$ cat src/rtl/philv_pkg.sv
// Shared types and constants for the philv trace controller.
package philv_pkg;

  typedef enum logic [1:0] {
    IDLE  = 2'd0,
    RUN   = 2'd1,
    DRAIN = 2'd2
  } state_e;

  localparam logic MODE_STOP = 1'b0;
  localparam logic MODE_WRAP = 1'b1;

endpackage

$ cat src/rtl/philv_trace_fifo.sv
// Circular trace buffer; on a full write with overwrite set, the oldest entry is dropped.
module philv_trace_fifo #(
  parameter int unsigned WIDTH = 8,
  parameter int unsigned DEPTH = 16
) (
  input  logic                     clk,
  input  logic                     rst,
  input  logic                     clr,
  input  logic                     wr_en,
  input  logic                     overwrite,
  input  logic                     rd_en,
  input  logic [WIDTH-1:0]         wr_data,
  output logic [WIDTH-1:0]         rd_data,
  output logic [$clog2(DEPTH):0]   count
);

  localparam int unsigned PW = $clog2(DEPTH);
  localparam int unsigned CW = PW + 1;

  logic [WIDTH-1:0] mem_q [DEPTH];
  logic [PW-1:0]    wr_ptr_q, wr_ptr_d;
  logic [PW-1:0]    rd_ptr_q, rd_ptr_d;
  logic [CW-1:0]    count_q, count_d;
  logic             full, pop, do_wr, drop_old;

  always_comb begin
    full     = (count_q == CW'(DEPTH));
    pop      = rd_en && (count_q != '0);
    do_wr    = wr_en && !clr && (!full || overwrite || pop);
    drop_old = do_wr && full && !pop;
    wr_ptr_d = wr_ptr_q;
    rd_ptr_d = rd_ptr_q;
    count_d  = count_q;
    if (clr) begin
      wr_ptr_d = '0;
      rd_ptr_d = '0;
      count_d  = '0;
    end else begin
      if (do_wr) wr_ptr_d = wr_ptr_q + PW'(1);
      if (pop || drop_old) rd_ptr_d = rd_ptr_q + PW'(1);
      // An overwrite both adds and drops, leaving count unchanged.
      if (do_wr && !drop_old && !pop) count_d = count_q + CW'(1);
      else if (pop && !do_wr) count_d = count_q - CW'(1);
    end
  end

  always_ff @(posedge clk) begin
    if (rst) begin
      wr_ptr_q <= '0;
      rd_ptr_q <= '0;
      count_q  <= '0;
    end else begin
      wr_ptr_q <= wr_ptr_d;
      rd_ptr_q <= rd_ptr_d;
      count_q  <= count_d;
    end
  end

  always_ff @(posedge clk) begin
    if (do_wr) mem_q[wr_ptr_q] <= wr_data;
  end

  assign rd_data = mem_q[rd_ptr_q];
  assign count   = count_q;

endmodule

$ cat src/rtl/philv_trace_ctrl.sv
// Run controller: gates the core for a programmed number of cycles, traces probe
// snapshots into a buffer, then drains the buffer over a valid/ready port.
module philv_trace_ctrl
  import philv_pkg::*;
#(
  parameter int unsigned DATA_W = 32,
  parameter int unsigned NUM_CH = 4,
  parameter int unsigned DEPTH  = 16,
  parameter int unsigned CNT_W  = 16
) (
  input  logic                       clk,
  input  logic                       rstb,
  input  logic                       start,
  input  logic [CNT_W-1:0]           cycles,
  input  logic                       mode,
  input  logic [NUM_CH*DATA_W-1:0]   probe,
  output logic                       core_en,
  output logic                       busy,
  output logic                       done,
  output logic                       rd_valid,
  input  logic                       rd_ready,
  output logic [NUM_CH*DATA_W-1:0]   rd_data,
  output logic [CNT_W-1:0]           rd_cycle,
  output logic [$clog2(DEPTH):0]     count,
  output logic                       overflow
);

  localparam int unsigned PRB_W = NUM_CH * DATA_W;
  localparam int unsigned ENT_W = PRB_W + CNT_W;
  localparam int unsigned CW    = $clog2(DEPTH) + 1;

  state_e           state_q, state_d;
  logic [CNT_W-1:0] cycles_q, cycles_d;
  logic             mode_q, mode_d;
  logic [CNT_W-1:0] cyc_q, cyc_d;
  logic             ovf_q, ovf_d;
  logic             done_q, done_d;
  logic             core_en_q, core_en_d;
  logic             busy_q, busy_d;

  logic             fifo_clr, fifo_wr, fifo_rd, fifo_ovw;
  logic [CW-1:0]    fifo_count;
  logic [ENT_W-1:0] fifo_head;

  always_comb begin
    state_d  = state_q;
    cycles_d = cycles_q;
    mode_d   = mode_q;
    cyc_d    = cyc_q;
    ovf_d    = ovf_q;
    done_d   = 1'b0;
    fifo_clr = 1'b0;
    fifo_wr  = 1'b0;
    fifo_rd  = 1'b0;
    fifo_ovw = (mode_q == MODE_WRAP);
    case (state_q)
      IDLE: begin
        if (start) begin
          if (cycles != '0) begin
            cycles_d = cycles;
            mode_d   = mode;
            cyc_d    = '0;
            ovf_d    = 1'b0;
            fifo_clr = 1'b1;
            state_d  = RUN;
          end else begin
            done_d = 1'b1;
          end
        end
      end
      RUN: begin
        fifo_wr = 1'b1;
        cyc_d   = cyc_q + CNT_W'(1);
        if (mode_q == MODE_WRAP && fifo_count == CW'(DEPTH)) ovf_d = 1'b1;
        // The final index wins over a simultaneous fill: a full-length run is not truncated.
        if (cyc_q == cycles_q - CNT_W'(1)) begin
          state_d = DRAIN;
        end else if (mode_q == MODE_STOP && fifo_count == CW'(DEPTH - 1)) begin
          ovf_d   = 1'b1;
          state_d = DRAIN;
        end
      end
      DRAIN: begin
        if (fifo_count == '0) begin
          state_d = IDLE;
          done_d  = 1'b1;
        end else begin
          fifo_rd = rd_ready;
        end
      end
      default: state_d = IDLE;
    endcase
    core_en_d = (state_d == RUN);
    busy_d    = (state_d != IDLE);
  end

  always_ff @(posedge clk) begin
    if (rstb) begin
      state_q   <= IDLE;
      cycles_q  <= '0;
      mode_q    <= MODE_STOP;
      cyc_q     <= '0;
      ovf_q     <= 1'b0;
      done_q    <= 1'b0;
      core_en_q <= 1'b0;
      busy_q    <= 1'b0;
    end else begin
      state_q   <= state_d;
      cycles_q  <= cycles_d;
      mode_q    <= mode_d;
      cyc_q     <= cyc_d;
      ovf_q     <= ovf_d;
      done_q    <= done_d;
      core_en_q <= core_en_d;
      busy_q    <= busy_d;
    end
  end

  philv_trace_fifo #(
    .WIDTH (ENT_W),
    .DEPTH (DEPTH)
  ) u_fifo (
    .clk       (clk),
    .rst       (rstb),
    .clr       (fifo_clr),
    .wr_en     (fifo_wr),
    .overwrite (fifo_ovw),
    .rd_en     (fifo_rd),
    .wr_data   ({cyc_q, probe}),
    .rd_data   (fifo_head),
    .count     (fifo_count)
  );

  // Readout is masked to zero whenever nothing is presented, so it reads 0 after reset.
  assign rd_valid = (state_q == DRAIN) && (fifo_count != '0);
  assign rd_data  = rd_valid ? fifo_head[PRB_W-1:0] : '0;
  assign rd_cycle = rd_valid ? fifo_head[ENT_W-1:PRB_W] : '0;
  assign core_en  = core_en_q;
  assign busy     = busy_q;
  assign done     = done_q;
  assign count    = fifo_count;
  assign overflow = ovf_q;

endmodule

$ cat config.mk
export PLATFORM = sky130hd
export DESIGN_NAME = philv_trace_ctrl
export DESIGN_NICKNAME = d
export VERILOG_FILES = /design/src/rtl/philv_pkg.sv /design/src/rtl/philv_trace_fifo.sv /design/src/rtl/philv_trace_ctrl.sv
export SDC_FILE = /design/constraint.sdc
export NUM_CORES = 2
export LEC_CHECK = 0
export CELL_PAD_IN_SITES_DETAIL_PLACEMENT = 0
export CELL_PAD_IN_SITES_GLOBAL_PLACEMENT = 2
export CORE_ASPECT_RATIO = 0.75
export CORE_MARGIN = 3
export CORE_UTILIZATION = 43
export CTS_BUF_LIST = sky130_fd_sc_hd__clkbuf_4
export DETAILED_ROUTE_END_ITERATION = 7
export HOLD_SLACK_MARGIN = 0.05
export PLACE_DENSITY_LB_ADDON = 0.2
export SKIP_LAST_GASP = 1
export SLEW_MARGIN = 20
export SYNTH_ARGS = -nofsm -noshare
export SYNTH_HDL_FRONTEND = slang
export SYNTH_SLANG_ARGS = --single-unit
$ cat constraint.sdc
create_clock -name clk -period 27.4 [get_ports clk]
set_input_delay 5.48 -clock clk [delete_from_list [all_inputs] [get_ports clk]]
set_output_delay 5.48 -clock clk [all_outputs]
set_load 0.03 [all_outputs]
[After elaboration in Yosys (flattened, before gate mapping)]
Memories as Yosys holds them, arrays and structs flattened. A register that Yosys moved wholly into a read port is not among the register bits.
Cells that the tools add are included.
Cells by class
  $add $sub $neg: 6
  $mul: 0
  div/mod/pow operators: 0
  order comparisons: 0
  equality and inequality tests: 8
  shifts and indexed selects: 0
  multiplexer cells: 33
  bitwise gates (word level): 1
  reductions and logical operators: 29
Operators by type and width (number)
  $mux 128: 1
  $mux 16: 3
  $pmux 16 s2: 1
  $add 16x1->16 const B: 1
  $eq 16x16->1: 1
  $mux 1: 16
  $reduce_bool 16->1: 1
  $sub 16x1->16 const B: 1
  $logic_and 1x1->1: 11
  $mux 2: 5
  $mux 5: 2
  $add 4x1->4 const B: 2
  $mux 4: 2
  $pmux 2 s3: 1
  $reduce_and 3->1: 2
  $reduce_bool 2->1: 3
  $add 5x1->5 const B: 1
  $eq 5x4->1 const B: 1
  $eq 5x5->1 const B: 1
  $logic_not 1->1: 5
  $logic_not 5->1: 1
  $reduce_bool 5->1: 1
  $sub 5x1->5 const B: 1
  $eq 2x1->1 const B: 2
  other kinds (7): 11
Word-level totals
  bits in registers: 52
  latch bits: 0
  RAM bits: 2304
  memory bits (read-only): 0
  input bits: 149
  output and inout bits: 154
  logic and storage cells: 89
  memories kept: 1
Memories
  u_fifo.mem_q: depth 16, bits a word 144, rd ports 1, clocked after Yosys merged registers in 1, wr ports 1, line philv_trace_fifo.sv:20  | logic [WIDTH-1:0] mem_q [DEPTH];

[Longest topological paths before layout]
  depth in word-level cells: 13
  mapped depth: 9
  gate-level depth less buffers: 9

[Cells and area by module]
Synthesis repeated with hierarchy kept, for this count alone.
Unflattened totals
  cells, all modules: 4058
  area, all modules: 89927.5 µm²
By module, submodules not included
  philv_trace_fifo: times used 1, cells each 3635, area each 86729.4 µm², seq. area each 69526.7 µm²
  philv_trace_ctrl: times used 1, cells each 423, area each 3198.1 µm², seq. area each 780.7 µm²

[Worst setup path before layout]
No wires, ideal clock.
  path kind: register -> register
  from: register u_fifo.count_q[0] (netlist: u_fifo.count[0])
  to: memory u_fifo.mem_q[3][0] in the netlist's numbering, enable pin
  setup time: 0.824 ns
  data arrival time: 11.097 ns
  setup slack: 15.479 ns
  cell stages (with the launch flop): 7
  buffers on the path: 0
  clock period less this slack: 11.921 ns
  cells stage by stage: dfxtp_1 -> nor4_1 -> nand2_1 -> nor2_1 -> nor2_1 -> nand2_1 -> nor3_1
Between the ends
  longest elaborated chain between the ends: 8
  elaborated cells between the ends (all ways): 12
RTL lines
  from (decl): line philv_trace_fifo.sv:23  | logic [CW-1:0] count_q, count_d;
  from (signal assigned): line philv_trace_fifo.sv:55  | count_q <= count_d;
  $logic_not 5->1: line philv_trace_ctrl.sv:84  | if (fifo_count == '0) begin
  $mux 1: line philv_trace_ctrl.sv:84
  $mux 1: line philv_trace_ctrl.sv:56  | case (state_q)
  $logic_and 1x1->1: line philv_trace_fifo.sv:28  | pop = rd_en && (count_q != '0);
  $logic_or 1x1->1 *: line philv_trace_fifo.sv:29  | do_wr = wr_en && !clr && (!full || overwrite || pop);
  $logic_and 1x1->1 *: line philv_trace_fifo.sv:29
  $mux 1 *: line philv_trace_fifo.sv:60  | if (do_wr) mem_q[wr_ptr_q] <= wr_data;
  $mux 1 (not written as such) *: line philv_trace_fifo.sv:60
  to (decl): line philv_trace_fifo.sv:20
Every way passes the cells marked *; elsewhere a longest branch is shown, timed or not.

==> results.py <==
metrics = {
    "worst_setup_path": {
        "critPathKind": "register to output port",
        "cp-end-kind": "output port",
        "critPathRequiredTime_ns": 21.92,
        "crit_fanout": 110,
        "cp.buffers_inverters": 6,
        "crit_family": "buffers and inverters",
        "cp-start-kind": "register",
        "slowest_stage": "buf_4",
        "path_cells": "buf_12, buf_4, buf_4, buf_4, buf_4, mux4_2, mux4_2, and2_1, clkdlybuf4s50_1",
        "path_common_cell": "buf_4",
        "rrSetupSlack_ns": 22.23,
        "worstPathArrival_ns": 7.81,
        "max_stage_delay_ns": 0.81,
    },
    "clock_tree": {
        "cts_setup_buffers": 0,
        "h-tree-depth": 6,
        "cts_tree": "done",
        "holdBufCountCts": 0,
        "cts.repair.resized": 0,
        "clk_pin_slew_ns": 0.06,
        "cts_buffers": 588,
        "cts_sinks": 2360,
        "clock_path_buffers": 4,
        "clkLatencyLatePin_ns": 1.18,
        "clockRootBuffer": "clkbuf_4",
    },
    "place": {
        "placedCellCount": 6696,
        "place_ws_ns": 14.49,
        "dpl_cell_area_mm2": 0.0967,
        "routabilityCongestion": 0.706,
        "io_buffer_count": 302,
        "dpl.hpwl_mm": 108,
    },
    "yosys": {
        "synth_common_cells": "2,304 x edfxtp_1, 720 x mux4_2, 147 x and2_1, 120 x clkbuf_1, 57 x buf_2",
        "syn_area_mm2": 0.0900,
        "synth-edff-count": 2304,
        "yosys_most_used_dff": "edfxtp_1",
        "syn-num-nets": 3879,
        "synth_top_area_cell": "edfxtp_1",
        "yosys_warnings": 0,
        "yosys-top-cells-area": "edfxtp_1 77%, mux4_2 18%, dfxtp_1 1.2%",
        "synth.most_common_cell": "edfxtp_1",
        "synth_top_cell_area_share_pct": 76.8,
        "ys_seq_area_share_pct": 78.1,
        "ys_types": 52,
        "syn_area_per_cell_um2": 24.2,
        "synth_seq_cells": 2360,
        "async_reset_ff_share_pct": 0,
        "netlist_instances": 3719,
    },
    "pwr": {
        "clkPwrFrac_pct": 40.2,
        "peakVddDrop_mv": 0.0287,
        "power_frac_seq_pct": 57.3,
        "power.share.switching_pct": 20.9,
        "pwr-share-comb_pct": 2.5,
        "p_int_w": 0.00552,
        "power_switching_w": 0.00146,
        "leakagePower_nw": 31.8,
        "power_density_mw_per_mm2": 67.4,
    },
    "route": {
        "drtIter0Drc": 3692,
        "wl_met2_mm": 105,
        "firstDrtPassIters": 5,
        "drc_errors": 0,
        "ant_nets": 0,
        "viasPerCell": 5.56,
        "dr_wl_met3_mm": 13.5,
        "wirelength_mm": 218,
        "routed-via-count": 42562,
        "wl_per_cell_um": 28.5,
        "met1_length_mm": 95.4,
        "highest-signal-layer": "met5",
    },
    "global_route": {
        "grt_pass1_vias": 45548,
        "grt_pass1_wl_mm": 319,
        "overflow": 0,
        "grt_start_max_net_pins": 150,
        "antenna_found_initial": 32,
        "grt_usage_pct": 20.4,
    },
    "hold_path": {
        "hp-class": "register to register",
    },
    "floorplan": {
        "die_area_mm2": 0.215,
        "core_area_mm2": 0.207,
        "io_pins": 303,
        "die_h_um": 402,
        "start_util_pct": 43.5,
        "fp-row-count": 144,
        "die_w_um": 534,
    },
    "layout": {
        "design_area_mm2": 0.104,
        "fillers": 16719,
        "syn_to_final_growth_pct": 15.1,
        "nets": 4673,
        "drive_gt1_share_pct": 35.1,
        "stdcell_count": 7661,
    },
    "status": {
        "status": "completed",
    },
    "sta": {
        "grt_setup_unrepaired": "false",
        "fin_crit_ns": 13.29,
        "hold_viol_final": 0,
        "hold_slack_ns": 0.474,
        "fin_ws_ns": 14.11,
        "fmax_mhz": 75.3,
        "finalSetupViolCount": 0,
        "period_share_pct": 48.5,
        "maxSlewHeadroom_pct": 23.8,
        "worst_pin_slew_ns": 1.14,
        "drv_slew": 0,
        "fin_tns_setup_ns": 0,
        "fin_skew_ns": 0.0730,
    },
    "run": {
        "cap_violations": 0,
    },
}
cell type report:
cell class / count / area [µm²] / area share, %
well taps: 2774 / 3470 / 3.35
repair buffers: 395 / 3840 / 3.70
inverters: 8 / 35.0 / 0.0338
multi-input cells: 1160 / 19000 / 18.4
clock buffers: 827 / 6210 / 5.99
diodes: 15 / 37.5 / 0.0362
clock inverters: 122 / 733 / 0.707
flip-flops and latches: 2360 / 70300 / 67.8
logic make-up after synthesis:
kind of cell               synth area share [%]
AOI/OAI and AO/OA                         0.454
xor gates and xnor gates                  0.321
adders and majority gates                 0.161
buffers and inverters                     0.913
DFF                                        78.1
muxes                                      18.1
and+or+nand+nor                            1.98
per-stage QoR:
| stage | total power [W] | util (%) |
|---|---|---|
| after global placement | 0.00426 | 46.7 |
| after detailed placement | 0.00426 | 46.7 |
| after CTS | 0.00709 | 50.1 |
| final | 0.00698 | 50.1 |
| after floorplan | 0.00417 | - |
| after global routing | 0.00731 | 50.1 |
worst register-to-register path: stages, from the launching register on:
cell	delay, ns
dfxtp_1	0.36
nand2b_1	0.41
nor2_1	0.92
nand2_1	0.46
nor3_2	0.27
buf_4	0.68
buf_4	0.88
buf_4	0.77
cells in the final DEF, fill, tap and decap left out, drive strengths merged, types with 3 or more instances in the layout:
cell type      netlist  routed
inv                  8      24
mux4               720     720
dfxtp               56      56
nor3                12      12
nor4                 9       9
nand3               14      14
xor2                16      16
clkdlybuf4s50        0     302
nand2b               8       8
a21o                 3       3
clkinv               0      92
diode                0      15
nand4                8       8
buf                 71      93
clkbuf             120     827
nor2b                3       3
xnor2               17      17
o21ai                6       6
bufinv               0       9
a21oi               41      41
nand2               55      55
ha                  10      10
clkinvlp             0       5
a211oi               4       4
nand3b               4       4
o22ai                4       4
edfxtp            2304    2304
mux2i                6       6
and2               148     148
nor2                47      47
final timing paths:
| path | from | end | cells after the start |
|---|---|---|---|
| worst max-delay path | register | rd_data[95] | 9 |
| worst min-delay path | cycles_q[15] | cycles_q[15] | 2 |
| worst max register to register | state_q[1] | u_fifo.mem_q[1][104] | 7 |
| worst min register to register | cycles_q[15] | cycles_q[15] | 2 |
registers in the layout, summed over array words and instances, names as in the netlist, named ones only:
name	count
busy	1
core_en	1
cyc_q	16
cycles_q	16
done	1
fifo_ovw	1
overflow	1
state_q	2
u_fifo.count	5
u_fifo.mem_q	2304
u_fifo.rd_ptr_q	4
u_fifo.wr_ptr_q	4
per-layer routing:
layer | vias up | GRT usage (%)
met5 | - | 0
met4 | 8 | 5.77
met3 | 291 | 4.24
met2 | 1475 | 31.8
met1 | 22901 | 29.3
li1 | 17887 | -
power by group through the flow:
stage / Clock (W) / Combinational (W) / Sequential, W
final: 0.00280 / 0.000177 / 0.00400
after global routing: 0.00311 / 0.000194 / 0.00400
after CTS: 0.00291 / 0.000181 / 0.00400
after detailed placement: 0 / 0.000180 / 0.00408
after global placement: 0 / 0.000178 / 0.00408
after floorplan: 0 / 0.0000780 / 0.00409
Note: power is estimated with default switching activity, not from simulation.
